===== src/rtl/mem_arb_pkg.sv =====
// Shared types and constants for the memory port arbiter.
// Arbitration policy is selected by the ARB_ROUND_ROBIN_EN macro (see mem_arb_pick).
package mem_arb_pkg;

  localparam int unsigned ADDR_W_DEF = 8;
  localparam int unsigned DATA_W_DEF = 32;
  localparam int unsigned DEPTH_DEF  = 128;

  // Memory acts on a rising edge only while its stage input equals this value
  localparam logic [2:0] MEM_STAGE_ACCESS = 3'd3;

  typedef enum logic [1:0] {
    IDLE  = 2'd0,
    ISSUE = 2'd1,
    RESP  = 2'd2
  } state_e;

  typedef enum logic {
    PORT_I = 1'b0,
    PORT_D = 1'b1
  } port_e;

  function automatic logic addr_in_range(input logic [31:0] addr, input int unsigned depth);
    return addr < depth;
  endfunction

endpackage


===== src/rtl/mem_port_arbiter_if.sv =====
// Requester-side and memory-side signals of the arbiter, grouped for connection.
// slave = arbiter view, master = requesters + memory view.
interface mem_port_arbiter_if
  import mem_arb_pkg::*;
#(
  parameter int unsigned ADDR_W = ADDR_W_DEF,
  parameter int unsigned DATA_W = DATA_W_DEF
);

  logic              i_req;
  logic [ADDR_W-1:0] i_addr;
  logic              i_ack;
  logic [DATA_W-1:0] i_rdata;

  logic              d_req;
  logic              d_we;
  logic [ADDR_W-1:0] d_addr;
  logic [DATA_W-1:0] d_wdata;
  logic              d_ack;
  logic [DATA_W-1:0] d_rdata;

  logic              err;
  logic              busy;

  logic              mem_write;
  logic              mem_read;
  logic [ADDR_W-1:0] mem_addr;
  logic [DATA_W-1:0] mem_wdata;
  logic [2:0]        mem_stage;
  logic [DATA_W-1:0] mem_rdata;

  modport slave (
    input  i_req, i_addr, d_req, d_we, d_addr, d_wdata, mem_rdata,
    output i_ack, i_rdata, d_ack, d_rdata, err, busy,
           mem_write, mem_read, mem_addr, mem_wdata, mem_stage
  );

  modport master (
    output i_req, i_addr, d_req, d_we, d_addr, d_wdata, mem_rdata,
    input  i_ack, i_rdata, d_ack, d_rdata, err, busy,
           mem_write, mem_read, mem_addr, mem_wdata, mem_stage
  );

endinterface


===== src/rtl/mem_arb_pick.sv =====
// Combinational two-way grant select. Fixed priority (D over I) by default;
// ARB_ROUND_ROBIN_EN grants the port not granted last on contention.
module mem_arb_pick
  import mem_arb_pkg::*;
(
  input  logic  i_req,
  input  logic  d_req,
`ifdef ARB_ROUND_ROBIN_EN
  input  port_e last_grant,
`endif
  output logic  valid_c,
  output port_e grant_c
);

  always_comb begin
    valid_c = i_req | d_req;
    grant_c = PORT_I;
    if (i_req && d_req) begin
`ifdef ARB_ROUND_ROBIN_EN
      grant_c = (last_grant == PORT_I) ? PORT_D : PORT_I;
`else
      grant_c = PORT_D;
`endif
    end else if (d_req) begin
      grant_c = PORT_D;
    end
  end

endmodule


===== src/rtl/mem_port_arbiter.sv =====
// Shares one single-port memory between fetch (I) and load/store (D) through an
// IDLE -> ISSUE -> RESP sequence. Policy macro: ARB_ROUND_ROBIN_EN.
module mem_port_arbiter
  import mem_arb_pkg::*;
#(
  parameter int unsigned ADDR_W = ADDR_W_DEF,
  parameter int unsigned DATA_W = DATA_W_DEF,
  parameter int unsigned DEPTH  = DEPTH_DEF
) (
  input  logic                clock,
  input  logic                reset_n,
  mem_port_arbiter_if.slave   bus
);

  state_e            state_q, state_d;
  port_e             grant_q, grant_d;
  logic              we_q, we_d;
  logic              rej_q, rej_d;
  logic [ADDR_W-1:0] addr_q, addr_d;
  logic [DATA_W-1:0] wdata_q, wdata_d;

  logic              i_ack_q, i_ack_d;
  logic              d_ack_q, d_ack_d;
  logic              err_q, err_d;
  logic              busy_q, busy_d;
  logic              mem_write_q, mem_write_d;
  logic              mem_read_q, mem_read_d;
  logic [ADDR_W-1:0] mem_addr_q, mem_addr_d;
  logic [DATA_W-1:0] mem_wdata_q, mem_wdata_d;
  logic [2:0]        mem_stage_q, mem_stage_d;

  logic              pick_valid;
  port_e             pick_grant;

`ifdef ARB_ROUND_ROBIN_EN
  port_e             last_grant_q, last_grant_d;
`endif

  mem_arb_pick u_pick (
    .i_req      (bus.i_req),
    .d_req      (bus.d_req),
`ifdef ARB_ROUND_ROBIN_EN
    .last_grant (last_grant_q),
`endif
    .valid_c    (pick_valid),
    .grant_c    (pick_grant)
  );

  // Next state, request latch and next values of the registered outputs
  always_comb begin
    state_d = state_q;
    grant_d = grant_q;
    we_d    = we_q;
    rej_d   = rej_q;
    addr_d  = addr_q;
    wdata_d = wdata_q;
`ifdef ARB_ROUND_ROBIN_EN
    last_grant_d = last_grant_q;
`endif

    unique case (state_q)
      IDLE: begin
        if (pick_valid) begin
          grant_d = pick_grant;
`ifdef ARB_ROUND_ROBIN_EN
          last_grant_d = pick_grant;
`endif
          if (pick_grant == PORT_D) begin
            we_d    = bus.d_we;
            addr_d  = bus.d_addr;
            wdata_d = bus.d_wdata;
          end else begin
            we_d    = 1'b0;
            addr_d  = bus.i_addr;
            wdata_d = '0;
          end
          // Out-of-range addresses never reach the memory
          rej_d   = !addr_in_range(32'(addr_d), DEPTH);
          state_d = rej_d ? RESP : ISSUE;
        end
      end
      ISSUE:   state_d = RESP;
      RESP:    state_d = IDLE;
      default: state_d = IDLE;
    endcase

    busy_d      = (state_d != IDLE);
    mem_stage_d = (state_d == ISSUE) ? MEM_STAGE_ACCESS : 3'd0;
    mem_write_d = (state_d == ISSUE) &&  we_d;
    mem_read_d  = (state_d == ISSUE) && !we_d;
    mem_addr_d  = (state_d == ISSUE) ? addr_d  : '0;
    mem_wdata_d = (state_d == ISSUE) ? wdata_d : '0;
    i_ack_d     = (state_d == RESP) && (grant_d == PORT_I);
    d_ack_d     = (state_d == RESP) && (grant_d == PORT_D);
    err_d       = (state_d == RESP) && rej_d;
  end

  always_ff @(posedge clock or negedge reset_n) begin
    if (!reset_n) begin
      state_q     <= IDLE;
      grant_q     <= PORT_I;
      we_q        <= 1'b0;
      rej_q       <= 1'b0;
      addr_q      <= '0;
      wdata_q     <= '0;
      i_ack_q     <= 1'b0;
      d_ack_q     <= 1'b0;
      err_q       <= 1'b0;
      busy_q      <= 1'b0;
      mem_write_q <= 1'b0;
      mem_read_q  <= 1'b0;
      mem_addr_q  <= '0;
      mem_wdata_q <= '0;
      mem_stage_q <= 3'd0;
`ifdef ARB_ROUND_ROBIN_EN
      last_grant_q <= PORT_I;
`endif
    end else begin
      state_q     <= state_d;
      grant_q     <= grant_d;
      we_q        <= we_d;
      rej_q       <= rej_d;
      addr_q      <= addr_d;
      wdata_q     <= wdata_d;
      i_ack_q     <= i_ack_d;
      d_ack_q     <= d_ack_d;
      err_q       <= err_d;
      busy_q      <= busy_d;
      mem_write_q <= mem_write_d;
      mem_read_q  <= mem_read_d;
      mem_addr_q  <= mem_addr_d;
      mem_wdata_q <= mem_wdata_d;
      mem_stage_q <= mem_stage_d;
`ifdef ARB_ROUND_ROBIN_EN
      last_grant_q <= last_grant_d;
`endif
    end
  end

  assign bus.i_ack     = i_ack_q;
  assign bus.d_ack     = d_ack_q;
  assign bus.err       = err_q;
  assign bus.busy      = busy_q;
  assign bus.mem_write = mem_write_q;
  assign bus.mem_read  = mem_read_q;
  assign bus.mem_addr  = mem_addr_q;
  assign bus.mem_wdata = mem_wdata_q;
  assign bus.mem_stage = mem_stage_q;

  // Memory output only changes in stage 3, so it is stable for the whole RESP cycle
  assign bus.i_rdata = (i_ack_q && !rej_q)          ? bus.mem_rdata : '0;
  assign bus.d_rdata = (d_ack_q && !rej_q && !we_q) ? bus.mem_rdata : '0;

endmodule


===== src/flat_wrapper.sv =====
// flat-port wrapper written by rule: the top's interface ports become plain ports
module mem_port_arbiter_flat import mem_arb_pkg::*;
#(
  parameter int unsigned ADDR_W = ADDR_W_DEF,
  parameter int unsigned DATA_W = DATA_W_DEF,
  parameter int unsigned DEPTH  = DEPTH_DEF
)
  (clock, reset_n, bus_i_req, bus_i_addr, bus_d_req, bus_d_we, bus_d_addr, bus_d_wdata, bus_mem_rdata, bus_i_ack, bus_i_rdata, bus_d_ack, bus_d_rdata, bus_err, bus_busy, bus_mem_write, bus_mem_read, bus_mem_addr, bus_mem_wdata, bus_mem_stage);
  mem_port_arbiter_if #(.ADDR_W(ADDR_W), .DATA_W(DATA_W)) bus_i ();
  input  logic clock;
  input  logic reset_n;
  input wire logic [$bits(bus_i.i_req)-1:0] bus_i_req;
  input wire logic [$bits(bus_i.i_addr)-1:0] bus_i_addr;
  input wire logic [$bits(bus_i.d_req)-1:0] bus_d_req;
  input wire logic [$bits(bus_i.d_we)-1:0] bus_d_we;
  input wire logic [$bits(bus_i.d_addr)-1:0] bus_d_addr;
  input wire logic [$bits(bus_i.d_wdata)-1:0] bus_d_wdata;
  input wire logic [$bits(bus_i.mem_rdata)-1:0] bus_mem_rdata;
  output wire logic [$bits(bus_i.i_ack)-1:0] bus_i_ack;
  output wire logic [$bits(bus_i.i_rdata)-1:0] bus_i_rdata;
  output wire logic [$bits(bus_i.d_ack)-1:0] bus_d_ack;
  output wire logic [$bits(bus_i.d_rdata)-1:0] bus_d_rdata;
  output wire logic [$bits(bus_i.err)-1:0] bus_err;
  output wire logic [$bits(bus_i.busy)-1:0] bus_busy;
  output wire logic [$bits(bus_i.mem_write)-1:0] bus_mem_write;
  output wire logic [$bits(bus_i.mem_read)-1:0] bus_mem_read;
  output wire logic [$bits(bus_i.mem_addr)-1:0] bus_mem_addr;
  output wire logic [$bits(bus_i.mem_wdata)-1:0] bus_mem_wdata;
  output wire logic [$bits(bus_i.mem_stage)-1:0] bus_mem_stage;
  assign bus_i.i_req = bus_i_req;
  assign bus_i.i_addr = bus_i_addr;
  assign bus_i.d_req = bus_d_req;
  assign bus_i.d_we = bus_d_we;
  assign bus_i.d_addr = bus_d_addr;
  assign bus_i.d_wdata = bus_d_wdata;
  assign bus_i.mem_rdata = bus_mem_rdata;
  assign bus_i_ack = bus_i.i_ack;
  assign bus_i_rdata = bus_i.i_rdata;
  assign bus_d_ack = bus_i.d_ack;
  assign bus_d_rdata = bus_i.d_rdata;
  assign bus_err = bus_i.err;
  assign bus_busy = bus_i.busy;
  assign bus_mem_write = bus_i.mem_write;
  assign bus_mem_read = bus_i.mem_read;
  assign bus_mem_addr = bus_i.mem_addr;
  assign bus_mem_wdata = bus_i.mem_wdata;
  assign bus_mem_stage = bus_i.mem_stage;
  mem_port_arbiter #(.ADDR_W(ADDR_W), .DATA_W(DATA_W), .DEPTH(DEPTH)) u_core (.clock(clock), .reset_n(reset_n), .bus(bus_i));
endmodule

===== config.mk =====
export PLATFORM = sky130hd
export DESIGN_NAME = mem_port_arbiter_flat
export DESIGN_NICKNAME = d
export VERILOG_FILES = /design/src/rtl/mem_arb_pkg.sv /design/src/rtl/mem_port_arbiter_if.sv /design/src/rtl/mem_arb_pick.sv /design/src/rtl/mem_port_arbiter.sv /design/src/flat_wrapper.sv
export SDC_FILE = /design/constraint.sdc
export NUM_CORES = 1
export LEC_CHECK = 0
export ABC_CLOCK_PERIOD_IN_PS = 1820
export BUFFER_PORTS_ARGS = -buffer_cell sky130_fd_sc_hd__buf_2
export CORE_ASPECT_RATIO = 0.75
export CORE_MARGIN = 2
export CORE_UTILIZATION = 40
export CTS_CLUSTER_DIAMETER = 150
export CTS_CLUSTER_SIZE = 20
export DETAILED_ROUTE_END_ITERATION = 7
export GPL_TIMING_DRIVEN = 0
export HOLD_SLACK_MARGIN = 0.1
export PLACE_DENSITY = 0.79
export SYNTH_ARGS = -nofsm -noshare
export SYNTH_HDL_FRONTEND = slang
export SYNTH_SLANG_ARGS = --single-unit
export TNS_END_PERCENT = 100

===== constraint.sdc =====
create_clock -name clock -period 1.82 [get_ports clock]
set_input_delay 0.091 -clock clock [delete_from_list [all_inputs] [get_ports clock]]
set_output_delay 0.091 -clock clock [all_outputs]
set_load 0.02 [all_outputs]

; ---- Word-level counts from Yosys, hierarchy flattened
; Index checks and enable logic that the tools add are counted.
[word_totals]
ff_bits = 94
latch_bits = 0
ramBits = 0
mem_bits_ro = 0
inputBits = 85
wordCells = 61
mem_count = 0
[op_classes]
n_addsub = 0
n_mul = 0
div = 0
order_cmp = 1
eq_ne = 3
shift = 0
mux = 25
n_bitwise = 2
reduce_logical = 15
[op_table]
columns = cell, count
row1 = $mux 32, 6
row2 = $mux 8, 6
row3 = $logic_and 1x1->1, 9
row4 = $mux 1, 9
row5 = $lt 8x8->1 const B, 1
row6 = $mux 2, 3
row7 = $eq 2x1->1 const B, 2
row8 = $logic_not 1->1, 4
row9 = $pmux 2 s2, 1
row10 = $eq 2x2->1 const B, 1
row11 = $logic_not 2->1, 1
row12 = $reduce_bool 2->1, 1
row13 = $not 1->1, 1
row14 = $or 1x1->1, 1

; ---- Depth between registers and ports, before layout
; Gate-level depths: netlist of the first run.
[depth]
depth_word = 11
mapped_depth = 6
depth_no_buf = 4

; ---- By module
; From an unflattened synthesis of the first run, not the netlist that was laid out.
[hier_totals]
cells_unflattened = 213
hier_area_um2 = 2344.7
[by_module_without_submodules]
columns = mod, n_inst, cells_per_inst, area_each_um2
row1 = mem_port_arbiter, 1, 211, 2334.7
row2 = mem_arb_pick, 1, 2, 10.0

; ---- Worst setup path before layout of the first run
; OpenSTA, ideal clock, no wires.
[synth_path]
path_type = register to output
from = register u_core.d_ack_q, in the netlist u_core.bus.d_ack
to = output bus_d_rdata[10]
t_arrival_ns = 1.268
t_required_ns = 1.729
slack_ns = 0.461
stages_incl_launch_ff = 4
path_buffers = 1
path_cell_list = dfrtp_1 -> nor3b_1 -> clkbuf_1 -> and2_1
[synth_via]
elab_chain_cells = 3
[synth_lines]
columns = element, line_no
row1 = start: declaration, mem_port_arbiter.sv:23  ; logic d_ack_q, d_ack_d;
row2 = start signal: assignment, mem_port_arbiter.sv:126  ; d_ack_q <= d_ack_d;
row3 = $logic_and 1x1->1 (2 in a row), mem_port_arbiter.sv:152  ; assign bus.d_rdata = (d_ack_q && !rej_q && !we_q) ? bus.mem_rdata : '0;
row4 = $mux 32, mem_port_arbiter.sv:152
row5 = end: declaration, flat_wrapper.sv:22  ; output wire logic [$bits(bus_i.d_rdata)-1:0] bus_d_rdata;
; No other way between the ends.

; ---- Final worst setup path of the first run
[layout_path]
from = register u_core.rej_q
to = output bus_d_rdata[4]
[layout_via]
elab_chain_cells = 4
[layout_lines]
columns = element, line_no
row1 = start: declaration, mem_port_arbiter.sv:18  ; logic rej_q, rej_d;
row2 = start signal: assignment, mem_port_arbiter.sv:122  ; rej_q <= rej_d;
row3 = $logic_not 1->1, mem_port_arbiter.sv:152
row4 = $logic_and 1x1->1 (2 in a row), mem_port_arbiter.sv:152
row5 = $mux 32, mem_port_arbiter.sv:152
; No other way between the ends.

==> flow_metrics.py, run 1 <==
metrics = {
    "critical_path": {
        "path_max_fanout": 10,
        "critical_path.max_stage_delay_ns": 0.42,
        "crit_arrival_ns": 1.62,
        "reg2reg_from": "u_core.state_q[1]",
        "required_ns": 1.73,
        "crit_start": "u_core.rej_q",
        "critPathSlowestCell": "dfrtp_1",
        "endpoint_kind": "output pin",
        "start_kind": "flip-flop",
        "critPathKind": "reg2out",
        "crit_top_cell": "buf_2",
        "reg2reg_slack_ns": 0.37,
        "cp_cell_sequence": "nor3b_4, buf_2, and2_1, buf_2",
    },
    "yosys": {
        "synth.avg_cell_area_um2": 11.65,
        "yosys.area.top_type": "dfrtp_1",
        "synth_ff_type": "dfrtp_1",
        "synth_seq_area_share": 0.5280,
        "synth_area_mm2": 0.002796,
        "synth_top_area_frac": 0.5280,
        "synthArstFlopShare": 1.000,
        "synthCells": 240,
        "synth-seq-cells": 59,
        "synth_edf_count": 0,
        "yosysMostFrequentCell": "and2_1",
        "post_synth_num_cell_types": 30,
        "yosysWarnings": 0,
        "ys_top_cells_by_area": "dfrtp_1, and2_1, a2111oi_4, and3_1, buf_6",
        "ys_top_cells_by_count": "and2_1, dfrtp_1, and3_1, a21oi_1, nor2b_1",
    },
    "timing": {
        "setup_tns_ns": 0,
        "setup_violations": 0,
        "tightest_slew_ns": 0.7248,
        "period_share": 0.9384,
        "hold_violations": 0,
        "fin_crit_ns": 1.708,
        "whs_ns": 0.2189,
        "rsz0062_at_grt": "no",
        "fmax_mhz": 585.5,
        "finalClockSkew_ns": 0.01147,
        "slew_viol_final": 0,
        "maxSlewHeadroom": 0.5168,
    },
    "die": {
        "initial_utilization": 0.4113,
        "core_area_mm2": 0.006799,
        "num_io_pins": 198,
        "die_x_um": 100.5,
        "die_area_mm2": 0.007683,
        "die_h_um": 76.41,
        "rows": 26,
    },
    "worst_hold_path": {
        "min_path_type": "in2reg",
        "hp-start": "bus_i_addr[2]",
    },
    "clock_tree": {
        "clockRootBuffer": "clkbuf_8",
        "htreeDepth": 3,
        "cts_tree": "built",
        "clock_latency_ns": 0.32,
        "clk_pin_slew_worst_paths_ns": 0.06,
        "clockBufferDepth": 2,
        "cts_sinks": 59,
        "cts-buffers-inserted": 9,
    },
    "cells_and_area": {
        "drive_gt1_frac": 0.5061,
        "diodes": 0,
        "nNetsFinal": 574,
        "syn_to_final_growth_pct": 61.43,
    },
    "placed_design": {
        "portBuffers": 196,
        "gp_congestion": 0.7621,
        "hpwl_um": 6096,
    },
    "grt": {
        "overflow": 0,
        "grt_max_degree": 60,
        "antenna_found_initial": 0,
        "grt_pass1_wl_um": 13430,
        "grt_pass1_vias": 2696,
        "grt_usage": 0.2274,
    },
    "detailed_routing": {
        "wl_per_cell_um": 14.73,
        "vias": 2584,
        "wirelength_um": 8513,
        "drtIter0Drc": 51,
        "ant_nets": 0,
        "drt_pre_antenna_iters": 4,
        "avgViaCountPerCell": 4.471,
        "drc": 0,
    },
    "pwr": {
        "vdd_drop_max_uv": 473.8,
        "power_density_mw_per_mm2": 821.2,
        "p_leak_uw": 0.002665,
    },
    "run": {
        "max_cap_viol_count": 0,
    },
    "status": {
        "status": "finished clean",
    },
}
==> kinds of logic (layout without fill, tap and decap cells) <==
kind of cell / Yosys count / after routing / share of synthesized area
buffers and inverters: 25 / 278 / 0.06130
AOI/OAI and AO/OA: 22 / 22 / 0.1029
DFF: 59 / 59 / 0.5280
other: 1 / 2 / 0.001341
and+or+nand+nor: 133 / 133 / 0.3065
==> state kept, by name (all words and copies together), names as in the netlist <==
register              flops
u_core.bus.d_ack          1
u_core.grant_q            1
u_core.addr_q             7
u_core.we_q               1
u_core.rej_q              1
u_core.bus.mem_read       1
u_core.bus.mem_stage      1
u_core.bus.mem_addr       8
u_core.bus.err            1
u_core.bus.mem_wdata     32
u_core.bus.busy           1
u_core.bus.mem_write      1
u_core.bus.i_ack          1
u_core.state_q            2
==> layer usage <==
layer | wire length (um) | share of wire | track usage
met3 | 427 | 0.050 | 0.05780
met1 | 3211 | 0.38 | 0.2462
met4 | 155 | 0.018 | 0.06575
met2 | 4719 | 0.55 | 0.4309
met5 | 0 | 0 | 0
==> final cells by class <==
cell class,instances,area (um2)
Buffer,21,161.4
Multi-Input combinational cell,157,1166
Timing Repair Buffer,237,1394
Clock buffer,11,141.4
Inverter,4,17.52
Clock inverter,5,52.55
Tap cell,84,105.1
Fill cell,526,2285
Sequential cell,59,1476
==> path summary, 6_finish.rpt <==
kind                                            end  cells after the start
setup / recovery                     bus_d_rdata[4]                      4
hold / removal                     u_core.addr_q[2]                      4
setup reg to reg           u_core.bus.mem_wdata[17]                      5
hold reg to reg                    u_core.addr_q[4]                      2
max in group asynchronous    u_core.bus.mem_addr[3]                      2
min in group asynchronous   u_core.bus.mem_wdata[9]                      2
==> where the power goes <==
group          internal, uW  leakage (uW)  switching [uW]  total (uW)
logic                   451       0.00178             595        1050
clock network           663     0.0000991             499        1160
registers              1440      0.000781            57.1        1500
total                  2560       0.00267            1150        3710
==> through the flow <==
| step | utilization | total power [uW] | setup slack, ns | cell area (um2) | instances |
|---|---|---|---|---|---|
| 2_1_floorplan | - | 2126 | 0.4610 | 2800 | 241 |
| 3_3_place_gp | 0.5716 | 2459 | 0.1218 | 3886 | 521 |
| 3_5_place_dp | 0.5716 | 2486 | 0.1137 | 3886 | 521 |
| 4_1_cts | 0.6621 | 3728 | 0.03145 | 4502 | 578 |
| 5_1_grt | 0.6640 | 3901 | 0.001308 | 4514 | 578 |
| 6_report | 0.6640 | 3707 | 0.1121 | 4514 | 578 |
==> critical path, delay by kind of cell (launching register included) <==
family	cells	cell delay, ns
buf+inv	2	0.40
flops	1	0.42
simple gates	2	0.46
==> cell usage in the layout (no fill, tap or decap), drive strengths merged <==
cell         count
and3            33
inv              4
bufinv           1
nand2            2
a21oi           10
a211oi           1
nor3             7
dfrtp           59
or3b             1
a22o             1
nor2b           10
o21ai            1
nand3b           1
dlygate4sd3     41
and2            64
or2              2
clkinvlp         1
buf            210
clkinv           3
clkbuf          18
conb             2
a2111oi          7
nor2            10
a21o             2
nor3b            3
==> timing repair <==
action,in CTS,in global routing
gates resized for setup,5,9
buffers inserted,0,0
pin swaps,0,0
endpoints found under the hold margin,69,0
hold buffers,41,0
setup endpoints to repair,38,44
Note: power is estimated with default switching activity, not from simulation.
==> inputs of run 2 (changes only) <==
--- a/config.mk
+++ b/config.mk
@@ -7,7 +7,6 @@
 export LEC_CHECK = 0
 export ABC_CLOCK_PERIOD_IN_PS = 1820
 export BUFFER_PORTS_ARGS = -buffer_cell sky130_fd_sc_hd__buf_2
-export CORE_ASPECT_RATIO = 0.75
 export CORE_MARGIN = 2
 export CORE_UTILIZATION = 40
 export CTS_CLUSTER_DIAMETER = 150
==> flow_metrics.py, run 2 (synthesis results as in run 1) <==
metrics = {
    "clock_tree": {
        "cts_tree": "built",
        "clockRootBuffer": "clkbuf_8",
        "cts-buffers-inserted": 9,
        "cts_sinks": 59,
        "postCtsSetupBuffers": 0,
        "htreeDepth": 3,
        "clockBufferDepth": 2,
        "clock_latency_ns": 0.33,
        "clk_pin_slew_worst_paths_ns": 0.07,
    },
    "grt": {
        "grt_usage": 0.2023,
        "grt_pass1_vias": 2412,
        "grt_pass1_wl_um": 11740,
        "grt_max_degree": 60,
        "antenna_found_initial": 0,
        "overflow": 0,
    },
    "detailed_routing": {
        "wl_per_cell_um": 13.37,
        "ant_nets": 0,
        "drt_pre_antenna_iters": 6,
        "drc": 0,
        "avgViaCountPerCell": 4.425,
        "drtIter0Drc": 103,
        "vias": 2611,
        "wirelength_um": 7887,
    },
    "critical_path": {
        "required_ns": 1.73,
        "start_kind": "flip-flop",
        "crit_arrival_ns": 1.60,
        "critPathKind": "reg2out",
        "endpoint_kind": "output pin",
        "path_max_fanout": 10,
    },
    "timing": {
        "hold_violations": 0,
        "finalClockSkew_ns": 0.01022,
        "tightest_slew_ns": 0.7286,
        "setup_violations": 0,
        "rsz0062_at_grt": "no",
        "maxSlewHeadroom": 0.5143,
        "period_share": 0.9270,
        "slew_viol_final": 0,
        "setup_tns_ns": 0,
        "fin_crit_ns": 1.687,
        "fmax_mhz": 592.7,
    },
    "cells_and_area": {
        "nNetsFinal": 574,
        "syn_to_final_growth_pct": 63.04,
        "diodes": 0,
        "stdcell_area_mm2": 0.004559,
        "mostFrequentLayoutCells": "buf_2, and2_1, dfrtp_1",
        "layout_commonest_cell": "buf_2",
        "largest_reg_flops": 32,
        "drive_gt1_frac": 0.5040,
    },
    "die": {
        "num_io_pins": 198,
        "rows": 30,
        "die_area_mm2": 0.007676,
        "die_h_um": 87.61,
        "die_x_um": 87.61,
        "core_area_mm2": 0.006794,
        "initial_utilization": 0.4116,
    },
    "status": {
        "status": "finished clean",
    },
    "placed_design": {
        "hpwl_um": 5635,
        "place_area_mm2": 0.003901,
        "gp_congestion": 0.7504,
        "portBuffers": 196,
    },
    "pwr": {
        "p_leak_uw": 0.002667,
        "vdd_drop_max_uv": 674.3,
        "power_density_mw_per_mm2": 850.0,
    },
    "run": {
        "max_cap_viol_count": 0,
    },
    "worst_hold_path": {
        "min_path_type": "in2reg",
    },
}
## run 2: changes by cell type in the layout (fill, tap and decap cells not counted), sizes merged
cell	delta
buf	-2
bufinv	+1
clkbuf	+2
clkinv	-3
clkinvlp	+1
inv	+1
## run 2: final timing paths
path,startpoint,end,slack (ns),depth (start not counted)
max,u_core.rej_q,bus_d_rdata[21],0.13,4
min,bus_i_addr[2],u_core.addr_q[2],0.21,4
max reg2reg,u_core.state_q[1],u_core.bus.mem_wdata[19],0.38,3
min reg2reg,u_core.addr_q[6],u_core.addr_q[6],0.50,2
max in group asynchronous,reset_n,u_core.bus.mem_wdata[1],0.96,2
min in group asynchronous,reset_n,u_core.bus.mem_wdata[7],0.34,2
## run 2: cell type report
type / count / area [um2]
inverters: 4 / 17.52
multi-input cells: 157 / 1166
clock buffers: 11 / 141.4
plain buffers: 21 / 160.2
well taps: 96 / 120.1
clock inverters: 5 / 83.83
flip-flops and latches: 59 / 1476
repair buffers: 237 / 1394
fillers: 518 / 2235
## run 2: power by group
| part | total [uW] | internal (uW) | leakage, uW | switching (uW) |
|---|---|---|---|---|
| clock | 1340 | 813 | 0.000106 | 526 |
| combinational | 1040 | 451 | 0.00178 | 586 |
| sequential | 1500 | 1440 | 0.000781 | 58.1 |
## run 2: repair_timing
item	CTS	global route
setup endpoints to repair	30	50
hold buffers	41	0
endpoints found under the hold margin	102	0
gates resized for setup	3	9
pin swaps	0	0
## run 2: routing by layer
layer | wire length [um] | track usage | share of wire
met3 | 516 | 0.05090 | 0.065
met2 | 4274 | 0.3747 | 0.54
met1 | 2972 | 0.2249 | 0.38
met5 | 0 | 0 | 0
met4 | 124 | 0.06853 | 0.016
## run 2: per-stage QoR
stage | instances | power (uW) | hold slack [ns] | utilization | setup WS, ns
2_1_floorplan | 241 | 2126 | -0.2046 | - | 0.4610
3_3_place_gp | 533 | 2458 | 0.2913 | 0.5742 | 0.1652
5_1_grt | 590 | 4066 | 0.2497 | 0.6711 | 0.006082
6_report | 590 | 3875 | 0.2110 | 0.6711 | 0.1328
4_1_cts | 590 | 3897 | 0.2011 | 0.6696 | 0.004578
3_5_place_dp | 533 | 2481 | 0.2982 | 0.5742 | 0.08779
## run 2: critical path, stage by stage, from the launching register on
cell      delay (ns)
dfrtp_1         0.42
nor3b_4         0.29
clkbuf_2        0.24
and2_1          0.15
buf_2           0.16
